===== config.mk =====
export PLATFORM = sky130hd
export DESIGN_NAME = bloom_row_query
export DESIGN_NICKNAME = d
export VERILOG_FILES = /design/src/rtl/bloom_row_query_pkg.sv /design/src/rtl/bloom_row_query_ager.sv /design/src/rtl/bloom_row_query.sv
export SDC_FILE = /design/constraint.sdc
export NUM_CORES = 1
export LEC_CHECK = 0
export CAP_MARGIN = 10
export CORE_MARGIN = 2
export CORE_UTILIZATION = 55
export CTS_CLUSTER_DIAMETER = 60
export DETAILED_ROUTE_END_ITERATION = 7
export PLACE_DENSITY = 0.83
export SYNTH_ARGS = -nofsm -noshare
export SYNTH_HDL_FRONTEND = slang
export SYNTH_HIERARCHICAL = 1
export SYNTH_SLANG_ARGS = --single-unit

===== constraint.sdc =====
create_clock -name clk -period 8.02 [get_ports clk]
set_input_delay 1.203 -clock clk [delete_from_list [all_inputs] [get_ports clk]]
set_output_delay 1.203 -clock clk [all_outputs]
set_load 0.005 [all_outputs]

===== src/rtl/bloom_row_query_pkg.sv =====
// Shared row-layout constants, log2 helper and FSM encoding for the bloom row query path.
package bloom_row_query_pkg;

    function automatic int log2c(input int v);
        int r;
        r = 0;
        for (int i = 0; i < 31; i++)
            if ((1 << i) < v) r = i + 1;
        return r;
    endfunction

    localparam int DATA_WIDTH     = 72;
    localparam int NUM_BUCKETS    = 14;
    localparam int BUCKET_SZ      = 4;
    localparam int BITS_SHIFT     = log2c(NUM_BUCKETS);
    localparam int BLOOM_INIT_POS = 16;
    localparam int ADDR_WIDTH     = 10;
    localparam int LOOP_W         = BLOOM_INIT_POS - BITS_SHIFT;
    localparam int BLOOM_W        = DATA_WIDTH - BLOOM_INIT_POS;
    localparam int BIT_W          = log2c(BUCKET_SZ);
    localparam int SH_W           = BITS_SHIFT + 1;
    localparam int CNT_W          = BITS_SHIFT + 1;
    localparam int SHAMT_W        = log2c(BLOOM_W) + 1;

    typedef enum logic [2:0] {
        S_IDLE    = 3'd0,
        S_RD_REQ  = 3'd1,
        S_RD_WAIT = 3'd2,
        S_AGE     = 3'd3,
`ifdef ROW_REFRESH_EN
        S_WRBK    = 3'd4,
`endif
        S_RESP    = 3'd5
    } state_e;

    function automatic logic [CNT_W-1:0] popcnt(input logic [NUM_BUCKETS-1:0] v);
        logic [CNT_W-1:0] c;
        c = '0;
        for (int k = 0; k < NUM_BUCKETS; k++) c = c + CNT_W'(v[k]);
        return c;
    endfunction

endpackage


===== src/rtl/bloom_row_query_ager.sv =====
// Virtual aging of a stored row to a given (loop,bucket) time base: shift computation and barrel shift.
module bloom_row_ager
    import bloom_row_query_pkg::*;
(
    input  logic [DATA_WIDTH-1:0] row_i,
    input  logic [BITS_SHIFT-1:0] cur_bucket_i,
    input  logic [LOOP_W-1:0]     cur_loop_i,
    output logic [BLOOM_W-1:0]    aged_o,
    output logic                  future_o
);

    logic [LOOP_W-1:0]     row_loop;
    logic [BITS_SHIFT-1:0] row_bucket;
    logic [BLOOM_W-1:0]    bloom;
    logic [LOOP_W-1:0]     d;
    logic [SH_W-1:0]       shift;
    logic [SHAMT_W-1:0]    amt;

    assign row_loop   = row_i[LOOP_W-1:0];
    assign row_bucket = row_i[BLOOM_INIT_POS-1 -: BITS_SHIFT];
    assign bloom      = row_i[DATA_WIDTH-1:BLOOM_INIT_POS];

    // Loop distance is modular, so the 2^LOOP_W-1 -> 0 wrap is simply d==1.
    always_comb begin
        d        = cur_loop_i - row_loop;
        shift    = '0;
        future_o = 1'b0;
        if (d == '0) begin
            if (cur_bucket_i >= row_bucket) shift = {1'b0, cur_bucket_i - row_bucket};
            else                            future_o = 1'b1;
        end else if (d == LOOP_W'(1)) begin
            shift = SH_W'(NUM_BUCKETS) - {1'b0, row_bucket} + {1'b0, cur_bucket_i};
        end else if (d[LOOP_W-1]) begin
            future_o = 1'b1;
        end else begin
            shift = SH_W'(NUM_BUCKETS);
        end
    end

    always_comb begin
        amt    = SHAMT_W'(shift) * SHAMT_W'(BUCKET_SZ);
        aged_o = (shift >= SH_W'(NUM_BUCKETS)) ? '0 : (bloom >> amt);
    end

endmodule


===== src/rtl/bloom_row_query.sv =====
// Bloom row membership query: fetch row, age it to the latched time base, report per-bucket hits.
// Optional ROW_REFRESH_EN writes the aged row back to row memory before responding.
module bloom_row_query
    import bloom_row_query_pkg::*;
(
    input  logic                   clk,
    input  logic                   reset_n,
    input  logic                   q_vld,
    output logic                   q_rdy,
    input  logic [ADDR_WIDTH-1:0]  q_addr,
    input  logic [BIT_W-1:0]       q_bit,
    input  logic [BITS_SHIFT-1:0]  cur_bucket,
    input  logic [LOOP_W-1:0]      cur_loop,
    output logic                   mem_rd_req,
    output logic [ADDR_WIDTH-1:0]  mem_rd_addr,
    input  logic [DATA_WIDTH-1:0]  mem_rd_data,
    input  logic                   mem_rd_vld,
`ifdef ROW_REFRESH_EN
    output logic                   mem_wr_req,
    output logic [ADDR_WIDTH-1:0]  mem_wr_addr,
    output logic [DATA_WIDTH-1:0]  mem_wr_data,
`endif
    output logic                   out_vld,
    input  logic                   out_rdy,
    output logic                   out_hit,
    output logic [NUM_BUCKETS-1:0] out_hit_vec,
    output logic [CNT_W-1:0]       out_hit_cnt,
    output logic                   err_future
);

    state_e                 state_q, state_d;
    logic [ADDR_WIDTH-1:0]  addr_q;
    logic [BIT_W-1:0]       bit_q;
    logic [BITS_SHIFT-1:0]  cb_q;
    logic [LOOP_W-1:0]      cl_q;
    logic [DATA_WIDTH-1:0]  row_q;
    logic [NUM_BUCKETS-1:0] hv_q, hv_d;
    logic [CNT_W-1:0]       cnt_q;
    logic                   hit_q;
    logic                   errf_q;
    logic [BLOOM_W-1:0]     aged;
    logic                   future;

    bloom_row_ager u_ager (
        .row_i        (row_q),
        .cur_bucket_i (cb_q),
        .cur_loop_i   (cl_q),
        .aged_o       (aged),
        .future_o     (future)
    );

    always_comb begin
        hv_d = '0;
        for (int k = 0; k < NUM_BUCKETS; k++)
            hv_d[k] = aged[k*BUCKET_SZ + int'(bit_q)];
    end

    always_comb begin
        state_d = state_q;
        case (state_q)
            S_IDLE:    if (q_vld) state_d = S_RD_REQ;
            S_RD_REQ:  state_d = S_RD_WAIT;
            S_RD_WAIT: if (mem_rd_vld) state_d = S_AGE;
`ifdef ROW_REFRESH_EN
            S_AGE:     state_d = S_WRBK;
            S_WRBK:    state_d = S_RESP;
`else
            S_AGE:     state_d = S_RESP;
`endif
            S_RESP:    if (out_rdy) state_d = S_IDLE;
            default:   state_d = S_IDLE;
        endcase
    end

`ifdef ROW_REFRESH_EN
    logic [DATA_WIDTH-1:0] wr_data_q;
`endif

    always_ff @(posedge clk or negedge reset_n) begin
        if (!reset_n) begin
            state_q <= S_IDLE;
            addr_q  <= '0;
            bit_q   <= '0;
            cb_q    <= '0;
            cl_q    <= '0;
            row_q   <= '0;
            hv_q    <= '0;
            cnt_q   <= '0;
            hit_q   <= 1'b0;
            errf_q  <= 1'b0;
`ifdef ROW_REFRESH_EN
            wr_data_q <= '0;
`endif
        end else begin
            state_q <= state_d;
            if (state_q == S_IDLE && q_vld) begin
                addr_q <= q_addr;
                bit_q  <= q_bit;
                cb_q   <= cur_bucket;
                cl_q   <= cur_loop;
            end
            if (state_q == S_RD_WAIT && mem_rd_vld) row_q <= mem_rd_data;
            if (state_q == S_AGE) begin
                hv_q  <= hv_d;
                cnt_q <= popcnt(hv_d);
                hit_q <= |hv_d;
                if (future) errf_q <= 1'b1;
`ifdef ROW_REFRESH_EN
                // A future row keeps its own header; its bloom is unshifted anyway.
                wr_data_q <= future ? row_q : {aged, cb_q, cl_q};
`endif
            end
        end
    end

    assign q_rdy       = (state_q == S_IDLE);
    assign mem_rd_req  = (state_q == S_RD_REQ);
    assign mem_rd_addr = addr_q;
    assign out_vld     = (state_q == S_RESP);
    assign out_hit     = hit_q;
    assign out_hit_vec = hv_q;
    assign out_hit_cnt = cnt_q;
    assign err_future  = errf_q;

`ifdef ROW_REFRESH_EN
    assign mem_wr_req  = (state_q == S_WRBK);
    assign mem_wr_addr = addr_q;
    assign mem_wr_data = wr_data_q;
`endif

endmodule

==> impl_metrics.toml, run 1 <==
[placement]
place_congestion = 1.01
io_buffers = 137
dp_hpwl_mm = 18.2

[die]
die_w_um = 132
io-pin-count = 139
initial_core_util = 0.565
design.die.area_um2 = 17500
core-area_um2 = 16000
fp-row-count = 46
die_height_um = 132

[timing]
setup_viol = 0
timing.slew.headroom = 0.308
fin_setup_tns_ns = 0
min_period_over_period = 0.915
drv_slew = 0
fin_crit_ns = 7.34
worstMarginPinSlew_ns = 1.03
max_freq_mhz = 136
rsz0062_at_grt = "no"
final-hold-violation-count = 0
skew_ns = 0.0104

[critical_path]
slowest_delay_ns = 0.65
startpoint_type = "register"
crit_arrival_ns = 7.66
reg2reg_depth = 22
end_kind = "register"
crit_fanout = 14
required_ns = 8.34
cp_slowest_cell = "nor4_1"
r2r_slack_ns = 0.68
worstPathCellList = "inv_1 > ha_1 > nor2_1 > a211oi_2 > or3_1 > a2bb2oi_1 > o211ai_2 > buf_4 > nor4_1 > o2bb2ai_1 > nor3_1 > a211o_1 > mux4_1 > fa_1 > fa_1 > fa_1 > fa_1 > ha_1 > inv_1 > fa_1 > xor2_1 > o21ai_0"
critPathKind = "register to register"
path_common_cell = "fa_1"

[clocking]
cts_htree_levels = 4
cts_buffers = 17
cts_tree = "built"
cts-root-buf = "clkbuf_16"
worstSkewPairLatency_ns = 0.42
post_cts_buffers = 0
clkSinkCount = 123
path_clk_slew_ns = 0.06
ctsLongestPathBuffers = 2
ctsResizeCount = 0
cts_hold_buf = 0

[logic_synthesis]
synth_seq_area_share = 0.340
postSynthAreaPerCell_um2 = 10.4
synth-async-reset-ratio = 1.00
syn_area_um2 = 9040
synth-edff-count = 0
yosysWarnings = 6
ys_types = 86
ys_ff_latch = 123
syn_inst = 867
syn_nets = 1010
synth_ff_type = "dfrtp_1"

[final_layout]
layout_commonest_cell = "clkdlybuf4s50_1"
layout.nets = 1130
antennaDiodeCount = 0
area_growth_pct = 22.5
most-common-layout-cells = "clkdlybuf4s50_1 (136), dfrtp_1 (123), mux2_2 (119)"
drive_gt1_frac = 0.204

[grt]
overflow = 0
grt_antenna_before_repair = 0
grt_pass1_wl_mm = 41.6
first_global_vias = 8024
grt_max_degree = 74
grt_use_total = 0.296

[route]
wire_per_inst_um = 20.9
drcViolationCount = 0
drtIter0Drc = 1040
via_count = 7953
finalWirelength_mm = 25.5
first_pass_iters = 7
vias_per_cell = 6.54
drt.antenna.violating_nets = 0

[flow_run]
maxCapViolations = 0

[worst_hold_path]
whs_path_depth = 2
holdCritPathClass = "register to register"

[outcome]
status = "completed"
## metal layers
metal,global-route usage,part of all wire
met1,0.388,0.40
met2,0.467,0.45
met3,0.0777,0.11
met4,0.128,0.039
met5,0,0
## final cells by class
cell class,instances,area [um2]
multi-input cells,634,5400
fillers,1263,4920
clock inverters,12,171
well taps,216,270
repair buffers,156,1510
flip-flops and latches,123,3080
clock buffers,20,447
inverters,55,206
## stage by stage
| stage | cell area [um2] | utilization | worst slack (ns) | hold WS (ns) | instances |
|---|---|---|---|---|---|
| global placement | 10500 | 0.654 | 1.09 | 0.463 | 1184 |
| CTS | 11100 | 0.693 | 0.822 | 0.483 | 1216 |
| detailed placement | 10500 | 0.654 | 0.899 | 0.470 | 1184 |
| finish | 11100 | 0.693 | 0.682 | 0.476 | 1216 |
| global route | 11100 | 0.693 | 0.388 | 0.495 | 1216 |
| floorplan | 9040 | - | 1.66 | 0.465 | 867 |
## worst paths after layout
check | startpoint | to
setup / recovery | row_q[2] | out_hit_cnt[2]
hold / removal | out_hit_vec[10] | out_hit_vec[10]
setup reg to reg | row_q[2] | out_hit_cnt[2]
hold reg to reg | out_hit_vec[10] | out_hit_vec[10]
max in group asynchronous | reset_n | row_q[41]
min in group asynchronous | reset_n | row_q[68]
## sequential cells by signal, indices dropped and copies added (netlist names)
| register | flops |
|---|---|
| row_q | 72 |
| state_q | 3 |
| mem_rd_addr | 10 |
| out_hit_cnt | 4 |
| bit_q | 2 |
| err_future | 1 |
| cl_q | 12 |
| out_hit_vec | 14 |
| cb_q | 4 |
| out_hit | 1 |
## critical path, delay by kind of cell (launching register included)
kind	cells	cell delay [ns]
AND/OR/NAND/NOR	4	1.39
AO/OA/AOI/OAI	6	1.45
XOR/XNOR	1	0.16
multiplexers	1	0.57
buffers and inverters	3	0.40
flip-flops	1	0.34
adder cells (fa/ha/maj)	7	2.90
## cells in the mapped netlist (all sizes together), types with 4 or more instances
cell | number | area (um2)
a221oi | 5 | 43.8
a21oi | 24 | 135
nand2 | 53 | 206
nor3b | 9 | 67.6
or2 | 4 | 25.0
o221ai | 10 | 87.6
a211oi | 8 | 65.1
xor2 | 5 | 51.3
o22ai | 28 | 188
or3 | 8 | 50.1
a31oi | 14 | 100
nor3 | 21 | 121
nor2 | 53 | 201
ha | 26 | 325
buf | 39 | 302
nand3 | 4 | 20.0
xnor2 | 4 | 35.0
a2bb2oi | 6 | 52.6
dfrtp | 123 | 3080
o32a | 4 | 40.0
clkbuf | 16 | 60.1
a22oi | 4 | 30.0
o22a | 11 | 96.3
nand2b | 5 | 38.8
inv | 55 | 206
mux2i | 31 | 310
a211o | 15 | 131
o311ai | 4 | 35.0
nor4 | 5 | 58.8
fa | 12 | 240
nor2b | 7 | 43.8
mux4 | 14 | 342
and2 | 10 | 62.6
o211ai | 17 | 138
o21ai | 33 | 165
mux2 | 126 | 1420
a21o | 7 | 52.6
## kinds of logic (layout without fill, tap and decap cells)
kind of cell	after synthesis	after routing	synth area share
AOI/OAI and AO/OA	220	220	0.182
and+or+nand+nor	195	195	0.113
muxes	171	171	0.229
DFF	123	123	0.340
buffers and inverters	110	243	0.0628
adders and majority gates	38	38	0.0625
xor gates and xnor gates	9	9	0.00954
other	1	1	0.000415
Power of run 1 is not shown: default switching activity piles up to over one toggle a cycle in this logic, so the estimate is an artifact.
==> inputs of run 2 (changes only) <==
CORE_UTILIZATION = 40   (was 55)
CTS_BUF_LIST = sky130_fd_sc_hd__clkbuf_8   (was unset)
PLACE_DENSITY = 0.64   (was 0.83)
RECOVER_POWER = 50   (was unset)
==> run 2 against run 1 <==
  * The run now ends with capacitance limit, slew limit left
  * Critical path depth is the same
  * Clock-buffer cell count shrank 1
  * Non-clock buffer count shrank 1
  * Final cell count grew 5.6%
==> impl_metrics.toml, run 2 (synthesis results as in run 1) <==
[die]
core-area_um2 = 22400
io-pin-count = 139
die_height_um = 154
die_w_um = 154
design.die.area_um2 = 23800
initial_core_util = 0.403
fp-row-count = 55

[final_layout]
antennaDiodeCount = 0
area_growth_pct = 21.6
drive_gt1_frac = 0.203
fin_cells = 1284
largest_register_ffs = 72
most-common-layout-cells = "clkdlybuf4s50_1 (134), dfrtp_1 (123), mux2_2 (119)"
layout.nets = 1129
top_register = "row_q"
layout_commonest_cell = "clkdlybuf4s50_1"

[clocking]
cts_hold_buf = 0
post_cts_buffers = 0
ctsLongestPathBuffers = 2
cts_buffers = 17
cts_tree = "built"
ctsResizeCount = 0
cts-root-buf = "clkbuf_8"
cts_htree_levels = 4
clkSinkCount = 123
worstSkewPairLatency_ns = 0.45
path_clk_slew_ns = 0.08

[route]
drtIter0Drc = 739
drt.antenna.violating_nets = 0
wire_per_inst_um = 20.5
drcViolationCount = 0
vias_per_cell = 5.97
via_count = 7662
finalWirelength_mm = 26.4
first_pass_iters = 5

[worst_hold_path]
whs_endpoint = "out_hit_vec[10]"
hold_start = "out_hit_vec[10]"
holdCritPathClass = "register to register"
whs_path_depth = 2

[timing]
fin_setup_tns_ns = 0
worstMarginPinSlew_ns = 2.72
final-hold-violation-count = 0
holdWs_ns = 0.484
setup_slack_ns = 0.711
setup_viol = 0
skew_ns = 0.00812
max_freq_mhz = 137
min_period_over_period = 0.911
fin_crit_ns = 7.31
drv_slew = 155
rsz0062_at_grt = "no"
timing.slew.headroom = -0.815

[critical_path]
required_ns = 8.40
crit_fanout = 39
r2r_start = "row_q[0]"
critical_path.reg2reg.endpoint = "out_hit_cnt[2]"
startpoint_type = "register"
critPathKind = "register to register"
reg2reg_depth = 22
crit_arrival_ns = 7.69
r2r_slack_ns = 0.71
end_kind = "register"

[grt]
overflow = 0
grt_antenna_before_repair = 0
grt_max_degree = 75
grt_use_total = 0.225
first_global_vias = 7480
grt_pass1_wl_mm = 41.9

[placement]
place_congestion = 0.919
dp_hpwl_mm = 19.5
io_buffers = 137
placedCellCount = 1252
pre_cts_ws_ns = 0.864

[outcome]
status = "finished with violations"
failed_checks = "capacitance limit, slew limit"

[flow_run]
maxCapViolations = 3
run 2: cell count changes in the layout (fill, tap and decap cells not counted), moves of 2 or more:
cell             before  now
buf_4                20   15
clkbuf_16            17    0
clkbuf_8              1   19
clkdlybuf4s50_1     136  134
clkinv_2              4    1
clkinv_4              1    6
dlygate4sd3_1         0    2
run 2: through the flow:
step / instance area, um2 / utilization
4_1_cts: 11000 / 0.491
3_3_place_gp: 10600 / 0.471
3_5_place_dp: 10600 / 0.471
6_report: 11000 / 0.490
5_1_grt: 11000 / 0.490
2_1_floorplan: 9040 / -
run 2: layer usage:
metal,global-route usage,vias up,share of wire
met3,0.0468,65,0.076
met5,0,-,0
met2,0.347,371,0.45
met4,0.0838,0,0.029
met1,0.313,3733,0.44
li1,-,3493,-
run 2: area by class of cell:
class                   instances  area, um2
fillers                      2135      11400
multi-input cells             634       5400
flip-flops and latches        123       3080
repair buffers                155       1510
well taps                     285        357
clock buffers                  19        262
inverters                      55        206
clock inverters                13        193
run 2: worst max-delay path, stage by stage, from the launching register on:
cell,delay (ns)
dfrtp_1,0.39
ha_1,0.22
fa_1,0.41
nor2b_1,0.20
o31a_1,0.19
o22ai_2,0.11
xnor2_1,0.16
nor3_1,0.52
a21o_1,0.25
buf_12,0.25
mux2_2,0.37
a22oi_1,0.43
o22ai_1,0.17
mux4_2,0.59
fa_1,0.52
fa_1,0.56
fa_1,0.43
fa_1,0.50
ha_1,0.17
inv_1,0.06
fa_1,0.43
xor2_1,0.16
o21ai_0,0.12
run 2: worst max path at each step:
stage	startpoint	to	slack [ns]	cells past startpoint
global placement	row_q[0]	out_hit_cnt[2]	0.96	22
detailed placement	row_q[0]	out_hit_cnt[2]	0.86	22
CTS	cl_q[0]	out_hit_cnt[2]	0.82	23
finish	row_q[0]	out_hit_cnt[2]	0.71	22
floorplan	row_q[0]	out_hit_cnt[2]	1.66	22
global route	cl_q[0]	out_hit_cnt[2]	0.39	23
Power of run 2 is left out for the same reason.
==> inputs of run 3 (changes only) <==
RECOVER_POWER = 100   (was 50)
==> run 3 against run 2 <==
  * The flow still finishes with violations (capacitance limit, slew limit)
  * First-iteration DRC count decreased by 0.81%
  * Clock skew about the same
  * Utilization about the same
  * Cell area about the same
  * Sequential cell count unchanged
  * Sequential share of layout area about the same
  * Critical path depth decreased by 1
  * Fmax decreased by 0.46%
  * Worst hold slack got worse by 0.0060 ns
  * Register-to-register slack got worse by 0.03 ns
  * Routed wire length increased by 0.29%
==> impl_metrics.toml, run 3 (synthesis results as in run 1) <==
[grt]
grt_pass1_wl_mm = 41.9
overflow = 0
grt_antenna_before_repair = 0
first_global_vias = 7480
grt_use_total = 0.225
grt_max_degree = 75

[route]
route.met3.wl_mm = 2.01
first_pass_iters = 5
via_count = 7704
top_layer_used = "met4"
drt.antenna.violating_nets = 0
vias_per_cell = 6.00
wire_per_inst_um = 20.6
wl_met2_mm = 11.9
drtIter0Drc = 733
finalWirelength_mm = 26.5
drt-met1-wl_mm = 11.8
drcViolationCount = 0

[die]
die_w_um = 154
io-pin-count = 139
design.die.area_um2 = 23800
core-area_um2 = 22400
initial_core_util = 0.403
die_height_um = 154
fp-row-count = 55

[final_layout]
seqCellArea_um2 = 3080
top_register = "row_q"
layout_commonest_cell = "dfrtp_1"
most-common-layout-cells = "dfrtp_1 (123), mux2_2 (119), clkdlybuf4s50_1 (100)"
area_growth_pct = 21.5
antennaDiodeCount = 0
utilization = 0.490
nFillCells = 2137
drive_gt1_frac = 0.201
multi_input_area_um2 = 5390
largest_register_ffs = 72
layout.nets = 1129
final_area_um2 = 11000

[placement]
pre_cts_ws_ns = 0.864
place_congestion = 0.919
io_buffers = 137
placedInstanceArea_um2 = 10600
dp_hpwl_mm = 19.5

[timing]
max_freq_mhz = 136
timing.slew.headroom = -1.71
fin_crit_ns = 7.34
rsz0062_at_grt = "no"
worstMarginPinSlew_ns = 4.06
skew_ns = 0.00855
min_period_over_period = 0.916
setup_slack_ns = 0.677
drv_slew = 228
fin_setup_tns_ns = 0
setup_viol = 0
final-hold-violation-count = 0

[clocking]
cts_htree_levels = 4
cts-root-buf = "clkbuf_8"
clkSinkCount = 123
worstSkewPairLatency_ns = 0.45
ctsResizeCount = 0
post_cts_buffers = 0
path_clk_slew_ns = 0.08
cts_tree = "built"
cts_hold_buf = 0
ctsLongestPathBuffers = 2
cts_buffers = 17

[critical_path]
worstPathCellList = "ha_1 > fa_1 > nor2b_1 > o31a_1 > a31oi_1 > nor4_1 > o211ai_2 > o31ai_4 > nor2_1 > a32o_1 > a211o_1 > mux4_1 > fa_1 > fa_1 > fa_1 > fa_1 > ha_1 > inv_1 > fa_1 > xor2_1 > o21ai_0"
path_buf_inv = 1
startpoint_type = "register"
crit_fanout = 19
critPathKind = "register to register"
path_common_cell = "fa_1"
end_kind = "register"
cp_slowest_cell = "o31ai_4"
required_ns = 8.40
slowest_delay_ns = 0.76
crit_arrival_ns = 7.72
crit_family = "adder cells"

[outcome]
failed_checks = "capacitance limit, slew limit"
status = "finished with violations"

[flow_run]
maxCapViolations = 4

[worst_hold_path]
holdCritPathClass = "register to register"
## run 3: cell type report
class	count	area share
multi-input cells	634	0.491
flip-flops and latches	123	0.280
repair buffers	155	0.137
well taps	285	0.0324
clock buffers	19	0.0238
inverters	55	0.0188
clock inverters	13	0.0175
## run 3: per-layer routing
layer  vias up  GRT usage
li1       3498          -
met1      3766      0.313
met2       373      0.347
met3        67     0.0468
met4         0     0.0838
met5         -          0
## run 3: worst reg2reg max path, delay by kind of cell, from the launching register on
family          cells  cell delay, ns
fa+ha+maj           8            3.18
compound gates      7            2.13
simple gates        3            0.77
mux                 1            0.58
flops               1            0.39
xor+xnor            1            0.16
buf+inv             1            0.06
## run 3: worst paths after layout
path                                 from              to  slack, ns  cells after the start
max reg2reg                      row_q[0]  out_hit_cnt[2]       0.68                     21
max                              row_q[0]  out_hit_cnt[2]       0.68                     21
min in group asynchronous         reset_n  mem_rd_addr[8]       1.59                      1
min                        out_hit_cnt[1]  out_hit_cnt[1]       0.48                      2
min reg2reg                out_hit_cnt[1]  out_hit_cnt[1]       0.48                      2
max in group asynchronous         reset_n  out_hit_vec[3]       3.52                      2
## run 3: stage by stage
stage | hold WS, ns | instances
4_1_cts | 0.491 | 1284
2_1_floorplan | 0.465 | 867
3_3_place_gp | 0.462 | 1252
3_5_place_dp | 0.473 | 1252
5_1_grt | 0.513 | 1284
6_report | 0.478 | 1284
Power of run 3 is left out for the same reason.
